--- src/rtl/boruss_pkg.sv ---
// Shared opcode, field, flag and state definitions for the boruss control unit.
package boruss_pkg;

    localparam int unsigned DATA_W  = 8;
    localparam int unsigned INSTR_W = 16;
    localparam int unsigned FLG_W   = 3;
    localparam int unsigned REG_AW  = 2;
    localparam int unsigned NREGS   = 4;

    localparam logic [7:0] OP_ADD = 8'h00;
    localparam logic [7:0] OP_SUB = 8'h01;
    localparam logic [7:0] OP_AND = 8'h02;
    localparam logic [7:0] OP_OR  = 8'h03;
    localparam logic [7:0] OP_XOR = 8'h04;
    localparam logic [7:0] OP_NOT = 8'h05;
    localparam logic [7:0] OP_SHL = 8'h06;
    localparam logic [7:0] OP_SHR = 8'h07;
    localparam logic [7:0] OP_JMP = 8'h08;
    localparam logic [7:0] OP_JZ  = 8'h09;
    localparam logic [7:0] OP_JC  = 8'h0A;
    localparam logic [7:0] OP_CMP = 8'h0F;
    localparam logic [7:0] OP_LDI = 8'h10;
    localparam logic [7:0] OP_HLT = 8'hFE;

    localparam int unsigned FLG_Z = 2;
    localparam int unsigned FLG_C = 1;
    localparam int unsigned FLG_N = 0;

    localparam int unsigned OPC_MSB  = 15;
    localparam int unsigned OPC_LSB  = 8;
    localparam int unsigned OPND_MSB = 7;
    localparam int unsigned OPND_LSB = 0;
    localparam int unsigned RD_MSB   = 3;
    localparam int unsigned RD_LSB   = 2;
    localparam int unsigned RS_MSB   = 1;
    localparam int unsigned RS_LSB   = 0;

    typedef enum logic [2:0] {
        S_FETCH,
        S_FETCH_IMM,
        S_DECODE,
        S_EXECUTE,
        S_WRITEBACK,
        S_HALT
    } state_t;

    // Unary ALU ops take only operand_a; operand_b is forced to zero for them.
    function automatic logic ignores_rs(input logic [7:0] op);
        return (op == OP_NOT) || (op == OP_SHL) || (op == OP_SHR);
    endfunction

endpackage

--- src/rtl/boruss_regfile.sv ---
// 4x8 register file: two async read ports, async debug port, one sync write port.
module boruss_regfile
    import boruss_pkg::*;
(
    input  logic              clk,
    input  logic              rst,
    input  logic              we,
    input  logic [REG_AW-1:0] waddr,
    input  logic [DATA_W-1:0] wdata,
    input  logic [REG_AW-1:0] ra_addr,
    output logic [DATA_W-1:0] ra_data,
    input  logic [REG_AW-1:0] rb_addr,
    output logic [DATA_W-1:0] rb_data,
    input  logic [REG_AW-1:0] dbg_sel,
    output logic [DATA_W-1:0] dbg_data
);

    logic [DATA_W-1:0] regs [NREGS];

    always_ff @(posedge clk or posedge rst) begin
        if (rst) begin
            for (int i = 0; i < int'(NREGS); i++) begin
                regs[i] <= '0;
            end
        end else if (we) begin
            regs[waddr] <= wdata;
        end
    end

    assign ra_data  = regs[ra_addr];
    assign rb_data  = regs[rb_addr];
    assign dbg_data = regs[dbg_sel];

endmodule

--- src/rtl/boruss_control_unit.sv ---
// Fetch/decode/execute/writeback sequencer driving boruss_alu from a 4x8 register file.
// Optional conditional branches (JZ/JC) are enabled by defining BORUSS_CU_COND_JUMP_EN.
module boruss_control_unit
    import boruss_pkg::*;
#(
    parameter int unsigned     PC_W     = 8,
    parameter logic [PC_W-1:0] RESET_PC = '0
) (
    input  logic               clk,
    input  logic               rst,
    output logic               imem_req,
    output logic [PC_W-1:0]    imem_addr,
    input  logic [INSTR_W-1:0] imem_rdata,
    input  logic               imem_valid,
    output logic [DATA_W-1:0]  alu_operand_a,
    output logic [DATA_W-1:0]  alu_operand_b,
    output logic [DATA_W-1:0]  alu_operation_code,
    input  logic [DATA_W-1:0]  alu_result,
    input  logic               alu_zero,
    input  logic               alu_carry,
    input  logic               alu_negative,
    output logic [FLG_W-1:0]   flags_q,
    output logic               halted,
    output logic               illegal_op,
    input  logic [REG_AW-1:0]  dbg_sel,
    output logic [DATA_W-1:0]  dbg_data
);

    state_t              state;
    state_t              state_nx;
    logic [INSTR_W-1:0]  ir;
    logic [DATA_W-1:0]   imm;
    logic [DATA_W-1:0]   res_q;
    logic [FLG_W-1:0]    flg_q;
    logic [PC_W-1:0]     pc;

    logic [7:0]          opc;
    logic [DATA_W-1:0]   opnd;
    logic [REG_AW-1:0]   rd;
    logic [REG_AW-1:0]   rs;
    logic                is_alu, is_cmp, is_jmp, is_cjmp, is_ldi, is_hlt, is_legal;
    logic                cjmp_taken;
    logic                fetch_ok;
    logic                req_nx;

    logic                rf_we;
    logic [DATA_W-1:0]   rf_wdata;
    logic [DATA_W-1:0]   ra_data;
    logic [DATA_W-1:0]   rb_data;

    assign opc       = ir[OPC_MSB:OPC_LSB];
    assign opnd      = ir[OPND_MSB:OPND_LSB];
    assign rd        = ir[RD_MSB:RD_LSB];
    assign rs        = ir[RS_MSB:RS_LSB];
    assign imem_addr = pc;
    assign fetch_ok  = imem_req && imem_valid;

    boruss_regfile u_regfile (
        .clk      (clk),
        .rst      (rst),
        .we       (rf_we),
        .waddr    (rd),
        .wdata    (rf_wdata),
        .ra_addr  (rd),
        .ra_data  (ra_data),
        .rb_addr  (rs),
        .rb_data  (rb_data),
        .dbg_sel  (dbg_sel),
        .dbg_data (dbg_data)
    );

    // Instruction class decode from the held instruction register.
    always_comb begin
        is_alu     = 1'b0;
        is_cmp     = (opc == OP_CMP);
        is_jmp     = (opc == OP_JMP);
        is_ldi     = (opc == OP_LDI);
        is_hlt     = (opc == OP_HLT);
        is_cjmp    = 1'b0;
        cjmp_taken = 1'b0;
        case (opc)
            OP_ADD, OP_SUB, OP_AND, OP_OR, OP_XOR, OP_NOT, OP_SHL, OP_SHR: is_alu = 1'b1;
            default: ;
        endcase
`ifdef BORUSS_CU_COND_JUMP_EN
        is_cjmp    = (opc == OP_JZ) || (opc == OP_JC);
        cjmp_taken = ((opc == OP_JZ) && flags_q[FLG_Z]) || ((opc == OP_JC) && flags_q[FLG_C]);
`endif
        is_legal   = is_alu || is_cmp || is_jmp || is_cjmp || is_ldi || is_hlt;
    end

    always_ff @(posedge clk or posedge rst) begin
        if (rst) begin
            state <= S_FETCH;
        end else begin
            state <= state_nx;
        end
    end

    // Next-state, fetch request and register-file write controls.
    always_comb begin
        state_nx = state;
        rf_we    = 1'b0;
        rf_wdata = res_q;
        case (state)
            S_FETCH:     if (fetch_ok) state_nx = S_DECODE;
            S_DECODE: begin
                if (!is_legal || is_hlt) state_nx = S_HALT;
                else if (is_ldi)         state_nx = S_FETCH_IMM;
                else                     state_nx = S_EXECUTE;
            end
            S_FETCH_IMM: if (fetch_ok) state_nx = S_WRITEBACK;
            S_EXECUTE:   state_nx = S_WRITEBACK;
            S_WRITEBACK: begin
                state_nx = S_FETCH;
                rf_we    = is_alu || is_ldi;
                rf_wdata = is_ldi ? imm : res_q;
            end
            S_HALT:      state_nx = S_HALT;
            default:     state_nx = S_HALT;
        endcase
        req_nx = (state_nx == S_FETCH) || (state_nx == S_FETCH_IMM);
    end

    // ALU inputs load on the DECODE->EXECUTE edge so the result is settled during EXECUTE.
    always_ff @(posedge clk or posedge rst) begin
        if (rst) begin
            pc                 <= RESET_PC;
            ir                 <= '0;
            imm                <= '0;
            res_q              <= '0;
            flg_q              <= '0;
            flags_q            <= '0;
            halted             <= 1'b0;
            illegal_op         <= 1'b0;
            imem_req           <= 1'b0;
            alu_operand_a      <= '0;
            alu_operand_b      <= '0;
            alu_operation_code <= '0;
        end else begin
            imem_req <= req_nx;
            case (state)
                S_FETCH: begin
                    if (fetch_ok) begin
                        ir <= imem_rdata;
                        pc <= pc + PC_W'(1);
                    end
                end
                S_FETCH_IMM: begin
                    if (fetch_ok) begin
                        imm <= imem_rdata[OPND_MSB:OPND_LSB];
                        pc  <= pc + PC_W'(1);
                    end
                end
                S_DECODE: begin
                    if (state_nx == S_HALT) begin
                        halted <= 1'b1;
                        if (!is_legal) illegal_op <= 1'b1;
                    end
                    if (state_nx == S_EXECUTE) begin
                        if (is_jmp || is_cjmp) begin
                            alu_operation_code <= OP_JMP;
                            alu_operand_a      <= '0;
                            alu_operand_b      <= opnd;
                        end else begin
                            alu_operation_code <= opc;
                            alu_operand_a      <= ra_data;
                            alu_operand_b      <= ignores_rs(opc) ? '0 : rb_data;
                        end
                    end
                end
                S_EXECUTE: begin
                    res_q        <= alu_result;
                    flg_q[FLG_Z] <= alu_zero;
                    flg_q[FLG_C] <= alu_carry;
                    flg_q[FLG_N] <= alu_negative;
                end
                S_WRITEBACK: begin
                    if (is_alu || is_cmp) flags_q <= flg_q;
                    if (is_jmp || cjmp_taken) pc <= PC_W'(res_q);
                end
                default: ;
            endcase
        end
    end

endmodule

--- config.mk ---
export PLATFORM = sky130hd
export DESIGN_NAME = boruss_control_unit
export DESIGN_NICKNAME = d
export VERILOG_FILES = /design/src/rtl/boruss_pkg.sv /design/src/rtl/boruss_regfile.sv /design/src/rtl/boruss_control_unit.sv
export SDC_FILE = /design/constraint.sdc
export NUM_CORES = 1
export LEC_CHECK = 0
export CAP_MARGIN = 20
export CELL_PAD_IN_SITES_DETAIL_PLACEMENT = 1
export CELL_PAD_IN_SITES_GLOBAL_PLACEMENT = 1
export CORE_MARGIN = 2
export CORE_UTILIZATION = 41
export CTS_BUF_LIST = sky130_fd_sc_hd__clkbuf_4
export DETAILED_ROUTE_END_ITERATION = 16
export MAX_ROUTING_LAYER = met4
export PLACE_DENSITY_LB_ADDON = 0.1
export SETUP_SLACK_MARGIN = 0.3
export SYNTH_ARGS = -nofsm -noshare
export SYNTH_HDL_FRONTEND = slang
export SYNTH_SLANG_ARGS = --single-unit
export TNS_END_PERCENT = 5
--- constraint.sdc ---
create_clock -name clk -period 3.1 [get_ports clk]
set_input_delay 0.31 -clock clk [delete_from_list [all_inputs] [get_ports clk]]
set_output_delay 0.31 -clock clk [all_outputs]
set_load 0.005 [all_outputs]
==> results by group, run 1 <==
Critical path
  • CP Capture Type: primary output
  • Critical-path maximum fanout: 8
  • Reg2reg setup slack: 740 ps
  • Capturing point of the worst reg2reg path: u_regfile.regs[3]$_DFFE_PP0P_
  • CP arrival: 2190 ps
  • Source of the worst register-to-register timing path: ir[11]$_DFFE_PP0P_
  • Worst Path Required: 2790 ps
  • R2R cell count: 4
  • Critical path class: in2out
  • Critical Path Source: dbg_sel[0]
  • Crit start category: primary input

Synth
  • Number of synthesized flops with an enable pin: 0
  • Share of flip-flops with an asynchronous set or reset: 100.0%
  • Top cells by count, synth: dfrtp_1 (108), mux2_2 (77), nand2_1 (47), mux4_2 (23), nand3_1 (20)
  • Seq/Total Area, Yosys: 51.42%
  • Synth warn: 0
  • Post-synth top flop: dfrtp_1
  • Syn_area_per_cell: 12.79 um^2
  • Yosys top cell area share: 51.42%
  • Synthesized area: 0.005256 mm^2
  • Count of cell types in the netlist: 54
  • Count leader, synth: dfrtp_1
  • Synth Instances: 411
  • Synth Register Bits: 108
  • Top cells by area, synth: dfrtp_1 (51%), mux2_2 (16%), mux4_2 (9.9%)
  • Largest area contributor in the netlist: dfrtp_1
  • Post-Syn Nets: 444

Floorplan
  • Die area: 0.01374 mm^2
  • Die Ht: 117.2 um
  • Floorplan core area: 0.01257 mm^2
  • Site row count: 41
  • I/O Pins: 78
  • Initial Utilization: 41.82%
  • Die W: 117.2 um

Clock network
  • Postcts setup bufs: 0
  • Maximum clock path buffer count: 2
  • Hold_buf cts: 0
  • Clock slew at reported path FFs: 160 ps
  • Clock sink total: 108
  • Max H-tree Level: 3
  • Number of gates resized after cts: 0
  • TritonCTS clock tree: yes
  • Clk root buf: clkbuf_4
  • Clock Latency Late Sink: 480 ps
  • Number of buffers created by CTS: 9

Routing
  • DR vias/cell: 5.454
  • Vias: 3578
  • DR top layer: met4
  • Post-DRT Antenna Nets: 0
  • Routed wl met2: 6390 um
  • Iter 0 DRT Violations: 170
  • Wire length on met1: 6134 um
  • First-pass DRT Iterations: 4
  • DR WL met3: 468 um
  • DR WL/cell: 20.02 um
  • Remaining DRCs: 0
  • Final WL: 13140 um

Finish
  • Nets: 513
  • Area growth syn-to-layout: 19.64%
  • N_diodes: 0
  • Layout cells sized above 1: 27.89%
  • Fillcell total: 1331

Power
  • Logic pwr share: 37.6%
  • P_sw: 1945 uW
  • Pint: 3388 uW
  • Sw Share: 36.48%
  • Cell Pwr Density: 848.0 mW/mm^2
  • Seq pwr share: 50.6%
  • Design Power: 5333 uW
  • VDD IR-drop max: 0.0003973 V
  • Pleak: 0.002657 uW
  • Clk pwr share: 11.8%

Global route
  • GRT Overall Usage: 21.47%
  • Vias in the first global route: 3734
  • Global route overflow: 0
  • First-pass GRT wire length: 21090 um
  • Initial antenna violation count: 0
  • Largest net degree at the start of global routing: 52

Timing
  • Fin. Hold Viols: 0
  • Tcrit/Tclk final: 80.62%
  • Final WS setup: 600.7 ps
  • Final Hold Slack: 323.4 ps
  • Setup violators final: 0
  • Fmax: 0.4001 GHz
  • Tmin final: 2499 ps
  • RSZ-0062 raised after global routing: false
  • Clock Skews: 11.44 ps
  • Setup TNS: 0 ps
  • Slew HR: 42.29%
  • Final Max Slew Viols: 0
  • Slew @ Worst Pin: 863.9 ps

Hold path
  • Hold Crit Class: in2async

Outcome
  • Status: finished, final reports clean

Placed design
  • IO buf count: 77
  • Final Wtd Congestion: 0.8100
  • DPL Wire Length: 9661 um
  • Placement Setup Slack: 548.2 ps

Flow run
  • Max-cap violations: 0
==> cells in the final DEF (no fill, tap or decap), types with 2 or more instances in the layout <==
cell / instances
dfrtp_1: 108
nor4_1: 2
clkinv_2: 2
nand2_1: 47
mux2_2: 77
o221ai_1: 2
nand3_1: 20
nor3b_4: 2
nand2b_1: 3
clkdlybuf4s50_1: 77
clkinv_4: 2
inv_1: 3
nor2_1: 9
and3_1: 3
mux2i_1: 3
nand4_1: 4
and2_1: 5
or3_1: 3
or2_2: 2
nor3_1: 6
o21ai_0: 18
a21oi_1: 10
buf_4: 5
o211ai_1: 2
mux4_2: 23
a31oi_1: 7
clkbuf_4: 11
==> sequential cells by signal, summed over array words and instances, names as in the netlist <==
name and count:
imm 8, imem_addr 8, flags_q 3, alu_operand_b 8, imem_req 1, ir 16, illegal_op 1, u_regfile.regs 32
state 3, alu_operand_a 8, alu_operation_code 8, halted 1, res_q 8, flg_q 3
==> worst max-delay path by stage <==
stage                                   end  slack, ps  cells past startpoint
final                           dbg_data[1]        600                      3
after global routing            dbg_data[1]        510                      3
after CTS                       dbg_data[1]        550                      3
after detailed placement        dbg_data[1]        550                      3
after global placement          dbg_data[4]        590                      3
after floorplan           ir[0]$_DFFE_PP0P_       1170                      7
==> power groups by stage <==
stage | Sequential (uW) | Clock (uW) | Combinational (uW)
floorplan | 2320 | 0 | 1490
global placement | 2700 | 0 | 1960
detailed placement | 2740 | 0 | 2030
CTS | 2700 | 665 | 2040
global route | 2800 | 722 | 2220
finish | 2700 | 627 | 2010
==> final cells by class <==
| cell class | instances | area [um^2] | share of cell area, % |
|---|---|---|---|
| Clock inverter | 4 | 27.53 | 0.4377 |
| Multi-Input combinational cell | 274 | 2414 | 38.38 |
| Inverter | 4 | 18.77 | 0.2984 |
| Timing Repair Buffer | 83 | 828.3 | 13.17 |
| Sequential cell | 108 | 2703 | 42.98 |
| Clock buffer | 11 | 82.58 | 1.313 |
| Tap cell | 172 | 215.2 | 3.422 |
==> routing by layer <==
layer | GRT usage (%) | vias to the layer above
met1 | 28.69 | 1845
li1 | - | 1657
met5 | - | -
met4 | 5.882 | 0
met3 | 4.428 | 10
met2 | 33.52 | 66
==> logic make-up (layout without fill, tap and decap cells) <==
| kind of cell | Yosys count | after routing | synth area share, % |
|---|---|---|---|
| flip-flops | 108 | 108 | 51.42 |
| adder cells (fa/ha/maj) | 1 | 1 | 0.2380 |
| buffers and inverters | 29 | 102 | 2.666 |
| AO/OA/AOI/OAI | 52 | 52 | 6.832 |
| AND/OR/NAND/NOR | 118 | 118 | 11.93 |
| multiplexers | 103 | 103 | 26.92 |
==> critical path, cell delays in order <==
cell,delay [ps]
clkdlybuf4s50_1,810
mux4_2,590
clkdlybuf4s50_1,480
==> stage by stage <==
step,instance area [um^2],utilization (%),instances
after floorplan,5260,-,411
after global routing,6289,50.03,656
after detailed placement,6178,49.16,641
after CTS,6289,50.03,656
final,6289,50.03,656
after global placement,6178,49.16,641
Note: power is estimated with default switching activity, not from simulation.
==> run 2: changes to the inputs <==
--- a/config.mk
+++ b/config.mk
@@ -9,7 +9,7 @@
 export CELL_PAD_IN_SITES_DETAIL_PLACEMENT = 1
 export CELL_PAD_IN_SITES_GLOBAL_PLACEMENT = 1
 export CORE_MARGIN = 2
-export CORE_UTILIZATION = 41
+export CORE_UTILIZATION = 46
 export CTS_BUF_LIST = sky130_fd_sc_hd__clkbuf_4
 export DETAILED_ROUTE_END_ITERATION = 16
 export MAX_ROUTING_LAYER = met4
==> constraint.sdc (replaced) <==
create_clock -name clk -period 2.3 [get_ports clk]
set_input_delay 0.23 -clock clk [delete_from_list [all_inputs] [get_ports clk]]
set_output_delay 0.23 -clock clk [all_outputs]
set_load 0.005 [all_outputs]
==> run 2 against run 1 <==
Sequential share of layout area is 1.1 points lower. Worst hold slack got worse by 110 ps. Wire length grew 2.0%. Register-to-register slack lost 410 ps. Clock power rose by 38%. Via count is 2.9% higher. Critical endpoint is now dbg_data[4].
==> results by group, run 2 (synthesis gave the netlist of run 1 again) <==
Outcome
  • Status: finished, final reports clean

Critical path
  • Source of the worst register-to-register timing path: state[1]$_DFF_PP0_
  • Critical-path maximum fanout: 8
  • Reg2reg setup slack: 330 ps
  • Worst Path Required: 2070 ps
  • Critical path class: in2out
  • Crit path capture: dbg_data[4]
  • R2R cell count: 5
  • Critical Path Source: dbg_sel[0]
  • CP Capture Type: primary output
  • Crit start category: primary input
  • CP arrival: 1860 ps
  • Capturing point of the worst reg2reg path: alu_operand_b[4]$_DFFE_PP0P_

Floorplan
  • I/O Pins: 78
  • Die Ht: 110.9 um
  • Die area: 0.01230 mm^2
  • Die W: 110.9 um
  • Initial Utilization: 46.63%
  • Floorplan core area: 0.01127 mm^2
  • Site row count: 39

Finish
  • Top reg by flops: u_regfile.regs
  • N_diodes: 0
  • Area growth syn-to-layout: 22.83%
  • Non-Filler Cell Area, Final: 0.006456 mm^2
  • Fillcell total: 1170
  • Layout cells sized above 1: 31.49%
  • Nets: 533
  • Max reg flops: 32
  • Commonest non-fill, non-tap cell in the layout: dfrtp_1
  • Largest regs: u_regfile.regs x32, ir x16
  • Most frequent cells in the layout: dfrtp_1 (106), mux2_2 (77), clkdlybuf4s50_1 (75)

Flow run
  • Max-cap violations: 0

Placed design
  • DPL Wire Length: 9496 um
  • IO buf count: 77
  • Final Wtd Congestion: 0.7904
  • DP Area: 0.006272 mm^2
  • Placement Setup Slack: 160.2 ps

Clock network
  • Clock slew at reported path FFs: 150 ps
  • Maximum clock path buffer count: 2
  • Max H-tree Level: 3
  • TritonCTS clock tree: yes
  • Clk root buf: clkbuf_4
  • Clock sink total: 108
  • Clock Latency Late Sink: 470 ps
  • Number of buffers created by CTS: 9

Timing
  • RSZ-0062 raised after global routing: true
  • Final WS setup: 211.9 ps
  • Fin. Hold Viols: 0
  • Slew @ Worst Pin: 778.8 ps
  • Final Max Slew Viols: 0
  • Setup violators final: 0
  • Fmax: 0.4789 GHz
  • Clock Skews: 18.99 ps
  • Slew HR: 48.08%
  • Setup TNS: 0 ps
  • Tcrit/Tclk final: 90.79%
  • Tmin final: 2088 ps

Routing
  • Remaining DRCs: 0
  • Final WL: 13400 um
  • Post-DRT Antenna Nets: 0
  • DR WL/cell: 20.69 um
  • First-pass DRT Iterations: 4
  • Vias: 3682
  • DR vias/cell: 5.682
  • Iter 0 DRT Violations: 153

Global route
  • GR Layer Usage met2: 38.73%
  • Met3 usage: 3.116%
  • Vias in the first global route: 3978
  • GR Layer Usage met1: 30.35%
  • Initial antenna violation count: 0
  • GRT Overall Usage: 23.34%
  • Global route overflow: 0
  • Largest net degree at the start of global routing: 109
  • GR peak layer: met2
  • First-pass GRT wire length: 21640 um

Power
  • VDD IR-drop max: 0.0006556 V
  • Pleak: 0.002790 uW
  • Cell Pwr Density: 1144 mW/mm^2

Hold path
  • Hold Crit Class: in2async
[run 2: cell types whose count changed in the layout (fill, tap and decap cells not counted), moves of 2 or more]
cell,delta
clkbuf_4,+2
dfrtp_2,+2
buf_6,+2
buf_12,+2
clkdlybuf4s50_1,-2
buf_4,+16
dfrtp_1,-2
clkinv_4,-2
[run 2: critical path: stages]
cell and delay, ps:
clkdlybuf4s50_1 470, buf_6 160, mux4_2 530, clkdlybuf4s50_1 460
[run 2: through the flow]
step,hold WS [ps],total power (uW),std cells,util (%)
final,217.7,7386,648,57.28
after global routing,305.9,7903,648,57.28
after CTS,270.6,7383,643,56.72
after detailed placement,458.7,6511,626,55.64
after global placement,437.9,6342,626,55.64
after floorplan,346.8,5142,411,-
[run 2: final cells by class]
type	count	area, um^2	share of cell area, %
clock buffers	13	97.59	1.512
repair buffers	103	1012	15.68
multi-input cells	274	2430	37.64
well taps	143	178.9	2.771
clock inverters	3	13.76	0.2132
inverters	4	18.77	0.2907
flip-flops and latches	108	2705	41.90
[run 2: power breakdown]
group	leakage (uW)	switching (uW)	internal (uW)
Clock	0.0000692	597	267
Combinational	0.00134	1120	1790
Sequential	0.00138	973	2640
[run 2: timing repair]
item	4_1_cts	5_1_grt
gates resized for setup	2	7
hold buffers	0	0
setup endpoints to repair	33	74
setup buffers	1	5
pin swaps	0	1
[run 2: worst min path at each step]
stage                       start              endpoint  slack, ps  depth (start not counted)
6_report                      rst  flg_q[2]$_DFFE_PP0P_        220                          3
4_1_cts                       rst    imm[4]$_DFFE_PP0P_        270                          3
5_1_grt                       rst  flg_q[2]$_DFFE_PP0P_        310                          3
3_5_place_dp   halted$_DFFE_PP0P_    halted$_DFFE_PP0P_        460                          1
3_3_place_gp   halted$_DFFE_PP0P_    halted$_DFFE_PP0P_        440                          1
2_1_floorplan      imem_rdata[12]    ir[12]$_DFFE_PP0P_        350                          2
[run 2: routing by layer]
metal / routed length [um] / share of wire, %
met4: 159 / 1.2
met1: 5927 / 44
met5: 0 / 0
met3: 405 / 3.0
met2: 6912 / 52
==> run 3: changes to the inputs <==
--- a/config.mk
+++ b/config.mk
@@ -9,12 +9,12 @@
 export CELL_PAD_IN_SITES_DETAIL_PLACEMENT = 1
 export CELL_PAD_IN_SITES_GLOBAL_PLACEMENT = 1
 export CORE_MARGIN = 2
-export CORE_UTILIZATION = 46
-export CTS_BUF_LIST = sky130_fd_sc_hd__clkbuf_4
+export CORE_UTILIZATION = 44
 export DETAILED_ROUTE_END_ITERATION = 16
 export MAX_ROUTING_LAYER = met4
 export PLACE_DENSITY_LB_ADDON = 0.1
 export SETUP_SLACK_MARGIN = 0.3
+export SKIP_LAST_GASP = 1
 export SYNTH_ARGS = -nofsm -noshare
 export SYNTH_HDL_FRONTEND = slang
 export SYNTH_SLANG_ARGS = --single-unit
==> run 3 against run 2 <==
Non-clock buffer count fell by 4. Worst hold slack improved by 160 ps. Die area rose by 4.4%. Via count rose by 1.1%. Clock-buffer cell count fell by 3. Critical path depth did not move. Global-route usage fell by 0.74 points.
==> results by group, run 3 (synthesis gave the netlist of run 1 again) <==
Outcome
  • Status: finished, final reports clean

Clock network
  • Clock sink total: 108
  • Max H-tree Level: 3
  • Number of buffers created by CTS: 9
  • Maximum clock path buffer count: 2
  • Hold_buf cts: 0
  • Clock Latency Late Sink: 360 ps
  • TritonCTS clock tree: yes
  • Clk root buf: clkbuf_16
  • Clock slew at reported path FFs: 70 ps

Finish
  • Nets: 529
  • Max reg flops: 32
  • Largest regs: u_regfile.regs x32, ir x16
  • Layout cells sized above 1: 32.00%
  • Final design utilization: 57.42%
  • Area growth syn-to-layout: 25.80%
  • Top reg by flops: u_regfile.regs
  • N_diodes: 0
  • Commonest non-fill, non-tap cell in the layout: dfrtp_1
  • Most frequent cells in the layout: dfrtp_1 (102), mux2_2 (77), clkdlybuf4s50_1 (75)

Power
  • VDD IR-drop max: 0.0007933 V
  • Pleak: 0.002839 uW
  • Cell Pwr Density: 1216 mW/mm^2

Timing
  • Final Hold Slack: 379.8 ps
  • Tcrit/Tclk final: 89.20%
  • Setup TNS: 0 ps
  • Fmax: 0.4874 GHz
  • RSZ-0062 raised after global routing: true
  • Setup violators final: 0
  • Final Max Slew Viols: 0
  • Fin. Hold Viols: 0
  • Slew HR: 48.67%
  • Tmin final: 2052 ps
  • Slew @ Worst Pin: 769.9 ps
  • Clock Skews: 7.317 ps

Global route
  • Initial antenna violation count: 0
  • GRT Overall Usage: 22.60%
  • Vias in the first global route: 3875
  • Largest net degree at the start of global routing: 109
  • Global route overflow: 0
  • First-pass GRT wire length: 21450 um

Placed design
  • Final Wtd Congestion: 0.8305
  • DPL Wire Length: 9234 um
  • IO buf count: 77

Critical path
  • CP arrival: 1820 ps
  • Critical path class: in2out
  • CP Capture Type: primary output
  • R2R cell count: 5
  • Reg2reg setup slack: 350 ps
  • Worst Path Required: 2070 ps
  • Source of the worst register-to-register timing path: ir[15]$_DFFE_PP0P_
  • Capturing point of the worst reg2reg path: alu_operand_b[2]$_DFFE_PP0P_
  • Critical-path maximum fanout: 8
  • Crit start category: primary input

Routing
  • DR vias/cell: 5.792
  • Final WL: 13040 um
  • First-pass DRT Iterations: 4
  • Post-DRT Antenna Nets: 0
  • Remaining DRCs: 0
  • Vias: 3724
  • Iter 0 DRT Violations: 195
  • DR WL/cell: 20.28 um

Floorplan
  • Die W: 113.3 um
  • Die area: 0.01284 mm^2
  • Site row count: 39
  • Floorplan core area: 0.01152 mm^2
  • Initial Utilization: 45.64%
  • Die Ht: 113.3 um
  • I/O Pins: 78

Hold path
  • Hold Crit Class: in2async

Flow run
  • Max-cap violations: 0
[run 3: changes by cell type in the layout (fill, tap and decap cells not counted), sizes merged]
| cell | change |
|---|---|
| bufinv | +1 |
| clkbuf | -3 |
| inv | +1 |
| buf | -4 |
[run 3: worst max-delay path, stage by stage]
cell and delay (ps):
clkdlybuf4s50_1 470, buf_6 160, mux4_2 510, clkdlybuf4s50_1 460
[run 3: layer usage]
layer	wire (um)	GRT usage, %
met1	5844	30.36
met2	6319	34.37
met3	679	5.892
met4	195	6.179
met5	0	-
[run 3: worst max-delay path by stage]
stage	start	endpoint	slack, ps
final	dbg_sel[0]	dbg_data[0]	250
after global routing	dbg_sel[0]	dbg_data[6]	190
after CTS	dbg_sel[0]	dbg_data[5]	210
after detailed placement	dbg_sel[0]	dbg_data[4]	190
after global placement	dbg_sel[0]	dbg_data[5]	180
after floorplan	state[1]$_DFF_PP0_	ir[0]$_DFFE_PP0P_	370
[run 3: power by group]
part | switching (uW) | internal (uW)
logic | 1100 | 1760
registers | 957 | 2660
clock network | 699 | 874
[run 3: cell type report]
type | instances | area, um^2
clock buffer | 10 | 239.0
clock inverter | 5 | 61.31
fill | 1137 | 4903
inverter | 4 | 18.77
multi-input combinational | 274 | 2435
sequential | 108 | 2710
tap | 143 | 178.9
timing repair buffer | 99 | 969.7
[run 3: repair_timing]
item	4_1_cts	5_1_grt
gates resized for setup	2	12
buffers inserted	0	2
pin swaps	0	2
setup endpoints to repair	32	64
[run 3: per-stage QoR]
stage          instance area (um^2)  total power (uW)  setup slack [ps]  cells
2_1_floorplan                  5260              5142             373.9    411
3_3_place_gp                   6260              6339             184.7    626
3_5_place_dp                   6260              6459             185.4    626
4_1_cts                        6563              8060             205.1    641
5_1_grt                        6613              8574             190.6    643
6_report                       6613              8044             248.3    643
